File: src/rtl/conv_sequencer.sv
// conv_sequencer: sequences a 3x3 filter over a 4x4 matrix, producing the
// four 2x2 output pixels of a valid convolution with one shared 8x8 MAC.
//
// Ports:
//   clk          rising-edge clock
//   rst          asynchronous active-low reset
//   start        request one full convolution (sampled only in idle)
//   mem_data     packed memory bytes, byte k at [127-8k -: 8]
//   mem_control  memory select: 0 = 3x3 filter, 1 = 4x4 matrix
//   busy         high whenever not idle
//   result       20-bit unsigned sum of the most recent output pixel
//   result_idx   pixel index of result: 0=(0,0) 1=(0,1) 2=(1,0) 3=(1,1)
//   result_valid one-cycle strobe qualifying result/result_idx
//   done         one-cycle strobe marking the end of the run
module conv_sequencer (
  input  logic         clk,
  input  logic         rst,
  input  logic         start,
  input  logic [127:0] mem_data,
  output logic         mem_control,
  output logic         busy,
  output logic [19:0]  result,
  output logic [1:0]   result_idx,
  output logic         result_valid,
  output logic         done
);

  typedef enum logic [2:0] {
    StIdle,
    StLoadF,
    StLoadM,
    StCalc,
    StDone
  } state_e;

  state_e      state_q, state_d;
  logic        ld_cnt_q, ld_cnt_d;   // cycle within a 2-cycle load phase
  logic [1:0]  ti_q, ti_d;           // filter row of the current tap
  logic [1:0]  tj_q, tj_d;           // filter column of the current tap
  logic [1:0]  pix_q, pix_d;         // output pixel being accumulated
  logic [19:0] acc_q, acc_d;
  logic [19:0] result_q, result_d;
  logic [1:0]  idx_q, idx_d;
  logic        valid_q, valid_d;
  logic [7:0]  f_q [9];
  logic [7:0]  f_d [9];
  logic [7:0]  m_q [16];
  logic [7:0]  m_d [16];

  logic [3:0]  f_idx, m_idx;
  logic [7:0]  f_op, m_op;
  logic [15:0] prod;
  logic [19:0] acc_sum;
  logic        first_tap;

  // Tap t = 3*i + j; matrix element for pixel (r,c) is m[4(r+i) + (c+j)].
  always_comb begin
    f_idx     = ({2'b00, ti_q} * 4'd3) + {2'b00, tj_q};
    m_idx     = {ti_q + {1'b0, pix_q[1]}, 2'b00} + {2'b00, tj_q} + {3'b000, pix_q[0]};
    f_op      = f_q[f_idx];
    m_op      = m_q[m_idx];
    prod      = {8'h00, f_op} * {8'h00, m_op};
    acc_sum   = acc_q + {4'h0, prod};
    first_tap = (ti_q == 2'd0) && (tj_q == 2'd0);
  end

  always_comb begin
    state_d  = state_q;
    ld_cnt_d = ld_cnt_q;
    ti_d     = ti_q;
    tj_d     = tj_q;
    pix_d    = pix_q;
    acc_d    = acc_q;
    result_d = result_q;
    idx_d    = idx_q;
    valid_d  = 1'b0;
    f_d      = f_q;
    m_d      = m_q;

    unique case (state_q)
      StIdle: begin
        if (start) begin
          state_d  = StLoadF;
          ld_cnt_d = 1'b0;
        end
      end
      StLoadF: begin
        if (ld_cnt_q) begin
          for (int k = 0; k < 9; k++) f_d[k] = mem_data[127-8*k -: 8];
          ld_cnt_d = 1'b0;
          state_d  = StLoadM;
        end else begin
          ld_cnt_d = 1'b1;
        end
      end
      StLoadM: begin
        if (ld_cnt_q) begin
          for (int k = 0; k < 16; k++) m_d[k] = mem_data[127-8*k -: 8];
          ld_cnt_d = 1'b0;
          ti_d     = 2'd0;
          tj_d     = 2'd0;
          pix_d    = 2'd0;
          state_d  = StCalc;
        end else begin
          ld_cnt_d = 1'b1;
        end
      end
      StCalc: begin
        // Tap 0 loads the accumulator so no explicit clear is needed between pixels.
        acc_d = first_tap ? {4'h0, prod} : acc_sum;
        if (tj_q == 2'd2) begin
          tj_d = 2'd0;
          if (ti_q == 2'd2) begin
            ti_d     = 2'd0;
            result_d = acc_sum;
            idx_d    = pix_q;
            valid_d  = 1'b1;
            pix_d    = pix_q + 2'd1;
            if (pix_q == 2'd3) state_d = StDone;
          end else begin
            ti_d = ti_q + 2'd1;
          end
        end else begin
          tj_d = tj_q + 2'd1;
        end
      end
      StDone: begin
        state_d = StIdle;
      end
      default: begin
        state_d = StIdle;
      end
    endcase
  end

  always_ff @(posedge clk or negedge rst) begin
    if (!rst) begin
      state_q  <= StIdle;
      ld_cnt_q <= 1'b0;
      ti_q     <= 2'd0;
      tj_q     <= 2'd0;
      pix_q    <= 2'd0;
      acc_q    <= 20'd0;
      result_q <= 20'd0;
      idx_q    <= 2'd0;
      valid_q  <= 1'b0;
      for (int k = 0; k < 9; k++) f_q[k] <= 8'd0;
      for (int k = 0; k < 16; k++) m_q[k] <= 8'd0;
    end else begin
      state_q  <= state_d;
      ld_cnt_q <= ld_cnt_d;
      ti_q     <= ti_d;
      tj_q     <= tj_d;
      pix_q    <= pix_d;
      acc_q    <= acc_d;
      result_q <= result_d;
      idx_q    <= idx_d;
      valid_q  <= valid_d;
      f_q      <= f_d;
      m_q      <= m_d;
    end
  end

  // Outputs decode straight from state so reset clears them without a clock.
  always_comb begin
    busy         = (state_q != StIdle);
    mem_control  = (state_q == StLoadM) || (state_q == StCalc) || (state_q == StDone);
    done         = (state_q == StDone);
    result       = result_q;
    result_idx   = idx_q;
    result_valid = valid_q;
  end

endmodule

File: config.mk
export PLATFORM = sky130hd
export DESIGN_NAME = conv_sequencer
export DESIGN_NICKNAME = d
export VERILOG_FILES = /design/src/rtl/conv_sequencer.sv
export SDC_FILE = /design/constraint.sdc
export NUM_CORES = 1
export LEC_CHECK = 0
export BUFFER_PORTS_ARGS = -buffer_cell sky130_fd_sc_hd__buf_2
export CORE_MARGIN = 1.5
export CORE_UTILIZATION = 40
export CTS_CLUSTER_SIZE = 16
export DETAILED_ROUTE_END_ITERATION = 6
export GPL_TIMING_DRIVEN = 0
export PLACE_DENSITY = 0.64
export SYNTH_ARGS = -nofsm -noshare
export SYNTH_HDL_FRONTEND = slang
export SYNTH_SLANG_ARGS = --single-unit
File: constraint.sdc
create_clock -name clk -period 10 [get_ports clk]
set_clock_uncertainty 0.15 [all_clocks]
set_input_delay 3 -clock clk [delete_from_list [all_inputs] [get_ports clk]]
set_output_delay 3 -clock clk [all_outputs]
set_load 0.02 [all_outputs]
Yosys cells after proc, flatten, opt, wreduce, memory -nomap -nowiden. Index checks and enable logic that the tools add are counted. Widths: inputs -> output; s select.

Add/sub/neg operators: 8. $mul: 2. Magnitude comparators: 2. Equality and inequality tests: 13. Mux-type cells: 29. Bitwise logic cells: 2. Reductions and logical operators: 18.

Operator list (count): $bmux 8 s4 (2); $mux 8 (4); $add 20x16->20 (1); $mux 20 (1); $mux 3 (6); $mul 8x8->16 (1); $mux 2 (6); $ne 2x2->1 const B (6); $pmux 2 s2 (3); $pmux 3 s4 (1); $ge 5x5->1 const B (2); $not 4->5 (2); $add 4x2->4 (2); $reduce_and 2->1 (4); $add 2x1->2 const B (3); $eq 2x2->1 const B (3); $eq 3x2->1 const B (2); $reduce_and 3->1 (2); $reduce_and 6->1 (1); $mux 1 (5); $add 4x1->4 (1); $logic_not 2->1 (2); $mul 2x2->4 const B (1); $reduce_and 4->1 (1); other kinds (10) (12).

Bits in registers: 253. Bits of input ports: 131. Output and inout port bits: 26. Word-level logic and storage cells: 108.

Logic depth before layout (Yosys ltp). Gate-level depths: netlist of the first run.

Depth in word-level cells: 10. Gate-level depth with buffers: 31. Mapped depth without buffers: 30.

Worst setup path before layout of the first run. No wires, ideal clock.

Path kind: reg-to-reg. Start point: reg ti_q[1]. End point: reg acc_q[18]. Setup time: 0.132 ns. Data arrival time: 7.796 ns. Data required time: 9.718 ns. Path slack: 1.922 ns. Stages on the path, launching flop included: 30. Path buffers: 2. Period minus slack after synthesis: 8.078 ns. Path through: dfrtp_1 -> fa_1 -> ha_1 -> fa_1 -> clkbuf_1 -> buf_2 -> mux4_2 -> mux2i_1 -> o21ai_0 -> and2_1 -> fa_1 -> fa_1 -> fa_1 -> inv_1 -> fa_1 -> inv_1 -> ha_1 -> or4_1 -> o21ai_0 -> nor2_1 -> a31oi_1 -> xnor2_1 -> ha_1 -> and2_1 -> a221oi_1 -> o21ai_0 -> a21oi_2 -> nor2_2 -> mux2i_1 -> o21ai_1.

Cells in the longest elaborated chain, start to end: 10. Elaborated cells on any way between the ends: 18. Classes of those cells: 5 x add/sub; 2 x mul; 7 x mux; 2 x bitwise; 2 x reduce/logical.

Ends and longest elaborated chain: from (decl) (RTL line 38) `logic [1:0] ti_q, ti_d;`; from (signal assigned) (RTL line 152) `ti_q <= ti_d;`; $add 2x1->2 (RTL line 59) `m_idx = {ti_q + {1'b0, pix_q[1]}, 2'b00} + {2'b00, tj_q} + {3'b000, pix_q[0]};`; $add 4x2->4 (RTL line 59); $add 4x1->4 (RTL line 59); $not 4->5 (implied by the code) (RTL line 61) `m_op = m_q[m_idx];`; $bmux 8 s4 (RTL line 61); $mux 8 (implied by the code) (2 in series) (RTL line 61); $mul 8x8->16 (RTL line 62) `prod = {8'h00, f_op} * {8'h00, m_op};`; $add 20x16->20 (RTL line 63) `acc_sum = acc_q + {4'h0, prod};`; $mux 20 * (RTL line 110) `acc_d = first_tap ? {4'h0, prod} : acc_sum;`; to (signal assigned) (RTL line 143) `acc_q <= 20'd0;`; to (signal assigned) (RTL line 155) `acc_q <= acc_d;`; to (decl) (RTL line 41) `logic [19:0] acc_q, acc_d;`.

Mark *: on every way between the ends. The rest lies on a longest branch, timed or not. The select of a mux whose other input is x is not followed. A chain may end at the register's enable or synchronous reset.

Worst setup path in the final report of the first run.
Start point: reg tj_q[1]. End point: reg acc_q[18].

Cells in the longest elaborated chain, start to end: 9. Elaborated cells on any way between the ends: 16. Classes of those cells: 4 x add/sub; 1 x mul; 7 x mux; 2 x bitwise; 2 x reduce/logical.

Ends and longest elaborated chain: from (decl) (RTL line 39) `logic [1:0] tj_q, tj_d;`; from (signal assigned) (RTL line 153) `tj_q <= tj_d;`; $add 4x2->4 (RTL line 59); $add 4x1->4 (RTL line 59); $not 4->5 (implied by the code) (RTL line 61); $bmux 8 s4 (RTL line 61); $mux 8 (implied by the code) (2 in series) (RTL line 61); $mul 8x8->16 (RTL line 62); $add 20x16->20 (RTL line 63); $mux 20 * (RTL line 110).

Marked as above.

==> metrics.txt, run 1 <==
# TYPE chip_impl_metric gauge
chip_impl_info{name="run_status",value="finished clean"} 1
chip_impl_metric{name="layout-drive-gt1-share",unit=""} 0.370
chip_impl_metric{name="drt_pre_antenna_iters",unit=""} 4
chip_impl_info{name="kind_of_launch_point_of_the_worst_setup_path",value="flop"} 1
chip_impl_metric{name="drt-initial-drc-count",unit=""} 459
chip_impl_metric{name="route.detailed.drc",unit=""} 0
chip_impl_metric{name="fp-row-count",unit=""} 69
chip_impl_metric{name="antenna_violations_before_repair",unit=""} 6
chip_impl_metric{name="critPathMaxFanout",unit=""} 10
chip_impl_info{name="min_path_type",value="reg -> reg"} 1
chip_impl_metric{name="netlist_instances",unit=""} 1163
chip_impl_info{name="synth_ff_type",value="dfrtp_1"} 1
chip_impl_metric{name="grt_remaining_overflow",unit=""} 0
chip_impl_metric{name="clockBufferDepth",unit=""} 3
chip_impl_metric{name="grt_first_pass_wirelength",unit="mm"} 56.3
chip_impl_metric{name="critPathMaxStageDelay",unit="ns"} 0.87
chip_impl_metric{name="drt-wirelength-per-cell",unit="um"} 19.3
chip_impl_info{name="min_delay_worst_endpoint",value="result[0]"} 1
chip_impl_metric{name="slew_viol_final",unit=""} 0
chip_impl_metric{name="timing_worst_slew_pin_value",unit="ns"} 0.965
chip_impl_metric{name="nNetsFinal",unit=""} 1584
chip_impl_metric{name="period_share",unit=""} 0.944
chip_impl_metric{name="initial_utilization",unit=""} 0.406
chip_impl_metric{name="portBuffers",unit=""} 156
chip_impl_info{name="top_post_synthesis_cells_by_area",value="dfrtp_1 (44%), mux2_2 (16%), mux4_2 (7.3%)"} 1
chip_impl_metric{name="worst_ep_required_time",unit="ns"} 10.28
chip_impl_info{name="crit-reg2reg-capture",value="acc_q[18]"} 1
chip_impl_info{name="worst-setup-path-type",value="reg -> reg"} 1
chip_impl_metric{name="syn_to_final_growth",unit="%"} 17.3
chip_impl_metric{name="seq_area_frac_synth",unit=""} 0.440
chip_impl_metric{name="tritoncts.num_buffers",unit=""} 28
chip_impl_info{name="worst_path_dominant_cell_family",value="adder cells"} 1
chip_impl_metric{name="clk_pin_slew",unit="ns"} 0.06
chip_impl_metric{name="cts-htree-levels",unit=""} 1
chip_impl_info{name="cp_slowest_cell",value="fa_1"} 1
chip_impl_metric{name="route.antenna.remaining_nets",unit=""} 0
chip_impl_metric{name="reg2reg_slack",unit="ns"} 0.56
chip_impl_metric{name="synth_top_area_frac",unit=""} 0.440
chip_impl_info{name="layout_commonest_cell",value="dfrtp_1"} 1
chip_impl_metric{name="maxCapViolCount",unit=""} 0
chip_impl_info{name="rr_startpoint",value="tj_q[1]"} 1
chip_impl_metric{name="via_count",unit=""} 9649
chip_impl_metric{name="synth_area_per_cell",unit="um^2"} 12.4
chip_impl_metric{name="dpl.hpwl",unit="mm"} 26.6
chip_impl_metric{name="top_level_ports",unit=""} 157
chip_impl_metric{name="ff2ff_path_depth",unit=""} 28
chip_impl_info{name="yosysTopAreaCell",value="dfrtp_1"} 1
chip_impl_metric{name="timing.hold.worst_path_depth",unit=""} 2
chip_impl_metric{name="timing.slew.headroom",unit=""} 0.350
chip_impl_metric{name="cp_data_arrival_time",unit="ns"} 9.72
chip_impl_metric{name="min_period",unit="ns"} 9.44
chip_impl_metric{name="globalRouteTotalUtil",unit=""} 0.197
chip_impl_metric{name="postCtsSetupBuffers",unit=""} 0
chip_impl_metric{name="drt-total-wl",unit="mm"} 35.3
chip_impl_metric{name="synth_edf_count",unit=""} 0
chip_impl_metric{name="fp.dieArea",unit="um^2"} 37200
chip_impl_metric{name="core_region_area",unit="um^2"} 35500
chip_impl_info{name="final_cell_mix",value="dfrtp_1 (253), mux2_2 (200), buf_2 (181)"} 1
chip_impl_info{name="critPathCaptureType",value="flop"} 1
chip_impl_metric{name="number_of_nets_in_the_synthesized_netlist",unit=""} 1397
chip_impl_info{name="cts.root.buffer_cell",value="clkbuf_16"} 1
chip_impl_metric{name="synth_seq_cells",unit=""} 253
chip_impl_metric{name="post_synth_num_cell_types",unit=""} 64
chip_impl_metric{name="async_flop_share",unit=""} 1.00
chip_impl_metric{name="clock.fmax",unit="GHz"} 0.106
chip_impl_metric{name="grt_start_max_net_pins",unit=""} 117
chip_impl_info{name="grt_setup_unrepaired",value="false"} 1
chip_impl_info{name="clock_tree_from_tritoncts",value="built"} 1
chip_impl_metric{name="fp.dieW",unit="um"} 193
chip_impl_metric{name="die-height",unit="um"} 193
chip_impl_metric{name="clock_latency",unit="ns"} 0.59
chip_impl_metric{name="clock_sink_count",unit=""} 253
chip_impl_metric{name="setup_viol",unit=""} 0
chip_impl_metric{name="worstPathBufferInverterCount",unit=""} 3
chip_impl_metric{name="synthesis.area",unit="um^2"} 14400
chip_impl_metric{name="grt_pass1_vias",unit=""} 10100
chip_impl_metric{name="filler_cell_count",unit=""} 3208
chip_impl_metric{name="total_of_warnings_raised_by_yosys",unit=""} 0
chip_impl_metric{name="hold_viol",unit=""} 0
chip_impl_info{name="hold_path_startpoint",value="result[0]"} 1
chip_impl_metric{name="vias_per_cell",unit=""} 5.26
chip_impl_info{name="timing.critical_path.mode_cell",value="fa_1"} 1
chip_impl_metric{name="gp_congestion",unit=""} 0.862
chip_impl_metric{name="setup-tns-final",unit="ns"} 0
[cell usage after synthesis, drive strengths merged, types with 8 or more instances]
cell type,count
nor2,26
o31ai,9
buf,34
nor2b,11
a31oi,14
mux2i,11
ha,64
mux2,200
a211oi,13
a21oi,37
mux4,48
and2,58
xnor2,18
inv,57
dfrtp,253
xor2,15
a21o,9
clkbuf,18
fa,39
nand3,8
o21ai,52
nand2,117
[metal layers]
layer	up-vias	global-route usage	routed length, um
met4	10	0.0534	902
met3	61	0.0418	1640
met1	4869	0.264	16100
met5	-	0	60
li1	4513	-	-
met2	196	0.323	16600
[worst max path at each step]
stage	slack [ns]	from	end	depth (start not counted)
floorplan	1.92	ti_q[1]	acc_q[18]	29
global placement	0.55	tj_q[1]	acc_q[18]	29
detailed placement	0.48	tj_q[1]	acc_q[18]	29
CTS	0.45	tj_q[1]	acc_q[18]	29
global route	0.01	tj_q[1]	acc_q[19]	30
finish	0.56	tj_q[1]	acc_q[18]	28
[state kept, by name (all words and copies together) (netlist names)]
name          cells
result_valid      1
ld_cnt_q          1
tj_q              2
pix_q             2
f_q              72
result           20
ti_q              2
acc_q            20
m_q             128
state_q           3
result_idx        2
[cell type report]
type | instances | area [um^2] | area share
multi-input combinational | 800 | 7600 | 0.450
buffer | 51 | 254 | 0.0150
clock buffer | 36 | 761 | 0.0450
inverter | 58 | 218 | 0.0129
sequential | 253 | 6330 | 0.375
clock inverter | 15 | 310 | 0.0184
antenna | 1 | 2.50 | 0.000148
tap | 461 | 577 | 0.0341
timing repair buffer | 158 | 846 | 0.0501
[through the flow]
step | cell area, um^2 | setup WS, ns | cells | util | hold WS, ns
2_1_floorplan | 14400 | 1.92 | 1163 | - | 0.306
3_3_place_gp | 15800 | 0.554 | 1780 | 0.444 | 0.303
3_5_place_dp | 15800 | 0.482 | 1782 | 0.446 | 0.308
4_1_cts | 16900 | 0.447 | 1833 | 0.476 | 0.322
5_1_grt | 16900 | 0.0147 | 1833 | 0.476 | 0.345
6_report | 16900 | 0.559 | 1833 | 0.476 | 0.316
[worst register-to-register path: cells and delay by family, from the launching register on]
kind	cells	cell delay [ns]
fa+ha+maj	9	4.30
compound gates	7	1.90
simple gates	5	1.20
buf+inv	3	0.54
mux	3	0.53
flops	1	0.52
xor+xnor	1	0.20
[logic make-up after synthesis]
family | Yosys count | synth area share
simple gates | 245 | 0.0829
compound gates | 160 | 0.0749
flops | 253 | 0.440
mux | 259 | 0.239
buf+inv | 110 | 0.0330
xor+xnor | 33 | 0.0206
fa+ha+maj | 103 | 0.110
[what timing repair did]
action / 4_1_cts / 5_1_grt
hold buffers: 0 / 0
resized for setup: 0 / 0
endpoints found under the hold margin: 0 / 0
endpoints found under the setup margin: 0 / 9
Power of run 1 is not shown: default switching activity piles up to over one toggle a cycle in this logic, so the estimate is an artifact.
==> inputs of run 2 (changes only) <==
==> constraint.sdc (replaced) <==
create_clock -name clk -period 9.4 [get_ports clk]
set_clock_uncertainty 0.15 [all_clocks]
set_input_delay 2.82 -clock clk [delete_from_list [all_inputs] [get_ports clk]]
set_output_delay 2.82 -clock clk [all_outputs]
set_load 0.02 [all_outputs]
==> run 2 against run 1 <==
  * Die area stayed put
  * Cell count unchanged
  * Critical path type unchanged
  * Final area is 0.14% higher
  * Sequential share of layout area hardly changed
  * Highest routed layer unchanged
  * Register-to-register slack got worse by 0.03 ns
  * Worst setup slack worse by 0.028 ns
  * Routed wire length rose by 0.16%
==> metrics.txt, run 2 (synthesis gave the netlist of run 1 again) <==
# TYPE chip_impl_metric gauge
chip_impl_metric{name="placed_area",unit="um^2"} 15800
chip_impl_metric{name="min_period",unit="ns"} 8.87
chip_impl_metric{name="cp_data_arrival_time",unit="ns"} 9.14
chip_impl_metric{name="via_count",unit=""} 9711
chip_impl_metric{name="fp.dieW",unit="um"} 193
chip_impl_metric{name="period_share",unit=""} 0.944
chip_impl_metric{name="layout-drive-gt1-share",unit=""} 0.373
chip_impl_metric{name="critPathMaxFanout",unit=""} 10
chip_impl_metric{name="clock_sink_count",unit=""} 253
chip_impl_info{name="worst-setup-path-type",value="reg -> reg"} 1
chip_impl_metric{name="cts_hold_buf",unit=""} 0
chip_impl_metric{name="nNetsFinal",unit=""} 1584
chip_impl_info{name="cts.root.buffer_cell",value="clkbuf_16"} 1
chip_impl_metric{name="worst_ep_required_time",unit="ns"} 9.68
chip_impl_metric{name="fp-row-count",unit=""} 69
chip_impl_metric{name="antenna_violations_before_repair",unit=""} 6
chip_impl_metric{name="timing.slew.headroom",unit=""} 0.388
chip_impl_info{name="cp_slowest_cell",value="fa_2"} 1
chip_impl_info{name="top_regs",value="m_q x128, f_q x72"} 1
chip_impl_metric{name="portBuffers",unit=""} 156
chip_impl_metric{name="initial_utilization",unit=""} 0.406
chip_impl_metric{name="largest_reg_flops",unit=""} 128
chip_impl_metric{name="core_region_area",unit="um^2"} 35500
chip_impl_metric{name="top_level_ports",unit=""} 157
chip_impl_metric{name="setup_viol",unit=""} 0
chip_impl_info{name="layout_commonest_cell",value="dfrtp_1"} 1
chip_impl_metric{name="clockBufferDepth",unit=""} 3
chip_impl_metric{name="hold_viol",unit=""} 0
chip_impl_metric{name="drt-total-wl",unit="mm"} 35.4
chip_impl_metric{name="post_layout_inst_area",unit="um^2"} 16900
chip_impl_metric{name="drt-wirelength-per-cell",unit="um"} 19.3
chip_impl_metric{name="route.antenna.remaining_nets",unit=""} 0
chip_impl_info{name="worst_path_dominant_cell_family",value="adder cells"} 1
chip_impl_info{name="kind_of_launch_point_of_the_worst_setup_path",value="flop"} 1
chip_impl_info{name="largest-register",value="m_q"} 1
chip_impl_metric{name="die-height",unit="um"} 193
chip_impl_info{name="clock_tree_from_tritoncts",value="built"} 1
chip_impl_metric{name="drt-initial-drc-count",unit=""} 396
chip_impl_info{name="timing.critical_path.mode_cell",value="fa_1"} 1
chip_impl_metric{name="tritoncts.num_buffers",unit=""} 28
chip_impl_metric{name="maxCapViolCount",unit=""} 0
chip_impl_metric{name="grt_first_pass_wirelength",unit="mm"} 56.3
chip_impl_metric{name="grt_pass1_vias",unit=""} 10100
chip_impl_metric{name="fp.dieArea",unit="um^2"} 37200
chip_impl_metric{name="globalRouteTotalUtil",unit=""} 0.197
chip_impl_metric{name="clk_pin_slew",unit="ns"} 0.06
chip_impl_metric{name="clock_latency",unit="ns"} 0.59
chip_impl_metric{name="grt_start_max_net_pins",unit=""} 117
chip_impl_metric{name="critPathMaxStageDelay",unit="ns"} 0.74
chip_impl_info{name="grt_setup_unrepaired",value="false"} 1
chip_impl_info{name="critPathCaptureType",value="flop"} 1
chip_impl_metric{name="timing_worst_slew_pin_value",unit="ns"} 0.908
chip_impl_metric{name="dpl.hpwl",unit="mm"} 26.6
chip_impl_metric{name="finalHoldWorstSlack",unit="ns"} 0.317
chip_impl_metric{name="vias_per_cell",unit=""} 5.30
chip_impl_metric{name="filler_cell_count",unit=""} 3209
chip_impl_info{name="min_path_type",value="reg -> reg"} 1
chip_impl_metric{name="clock.fmax",unit="GHz"} 0.113
chip_impl_metric{name="route.detailed.drc",unit=""} 0
chip_impl_metric{name="gp_congestion",unit=""} 0.862
chip_impl_metric{name="syn_to_final_growth",unit="%"} 17.5
chip_impl_metric{name="cts-htree-levels",unit=""} 1
chip_impl_info{name="final_cell_mix",value="dfrtp_1 (252), mux2_2 (200), buf_2 (180)"} 1
chip_impl_info{name="run_status",value="finished clean"} 1
chip_impl_metric{name="slew_viol_final",unit=""} 0
chip_impl_metric{name="drt_pre_antenna_iters",unit=""} 4
chip_impl_metric{name="worstPathBufferInverterCount",unit=""} 3
chip_impl_metric{name="grt_remaining_overflow",unit=""} 0
[run 2: worst min-delay path, delay by kind of cell, from the launching register on]
family        cells  cell delay, ns
flops             1            0.33
simple gates      2            0.10
[run 2: worst paths after layout]
kind,startpoint,end,slack (ns),cells past startpoint
hold / removal,result[0],result[0],0.32,2
setup reg to reg,ti_q[1],acc_q[18],0.53,28
min in group asynchronous,rst,result[8],1.96,1
setup / recovery,ti_q[1],acc_q[18],0.53,28
hold reg to reg,result[0],result[0],0.32,2
max in group asynchronous,rst,m_q[32],5.78,3
[run 2: timing repair]
action | 4_1_cts | 5_1_grt
gates resized for setup | 4 | 8
setup endpoints to repair | 10 | 18
buffers inserted | 0 | 0
hold endpoints to repair | 0 | 0
[run 2: layer usage]
metal,wire [um],track usage,vias up
li1,-,-,4516
met1,16000,0.264,4917
met2,16700,0.323,207
met3,1690,0.0418,61
met4,901,0.0534,10
met5,60,0,-
[run 2: final cells by class]
type | count | area, um^2 | share of cell area
multi-input combinational | 800 | 7620 | 0.450
sequential | 253 | 6330 | 0.374
timing repair buffer | 158 | 846 | 0.0500
clock buffer | 36 | 761 | 0.0450
tap | 461 | 577 | 0.0341
clock inverter | 15 | 310 | 0.0183
buffer | 51 | 256 | 0.0152
inverter | 58 | 218 | 0.0129
antenna | 1 | 2.50 | 0.000148
[run 2: through the flow]
step,instances,TNS (ns),setup slack (ns),utilization
after global placement,1780,-0.105,-0.0463,0.444
after detailed placement,1782,-0.497,-0.118,0.446
after floorplan,1163,0,1.32,-
after CTS,1833,0,0.0386,0.476
final,1833,0,0.531,0.477
after global routing,1833,0,0.0131,0.477
Power of run 2 is left out for the same reason.
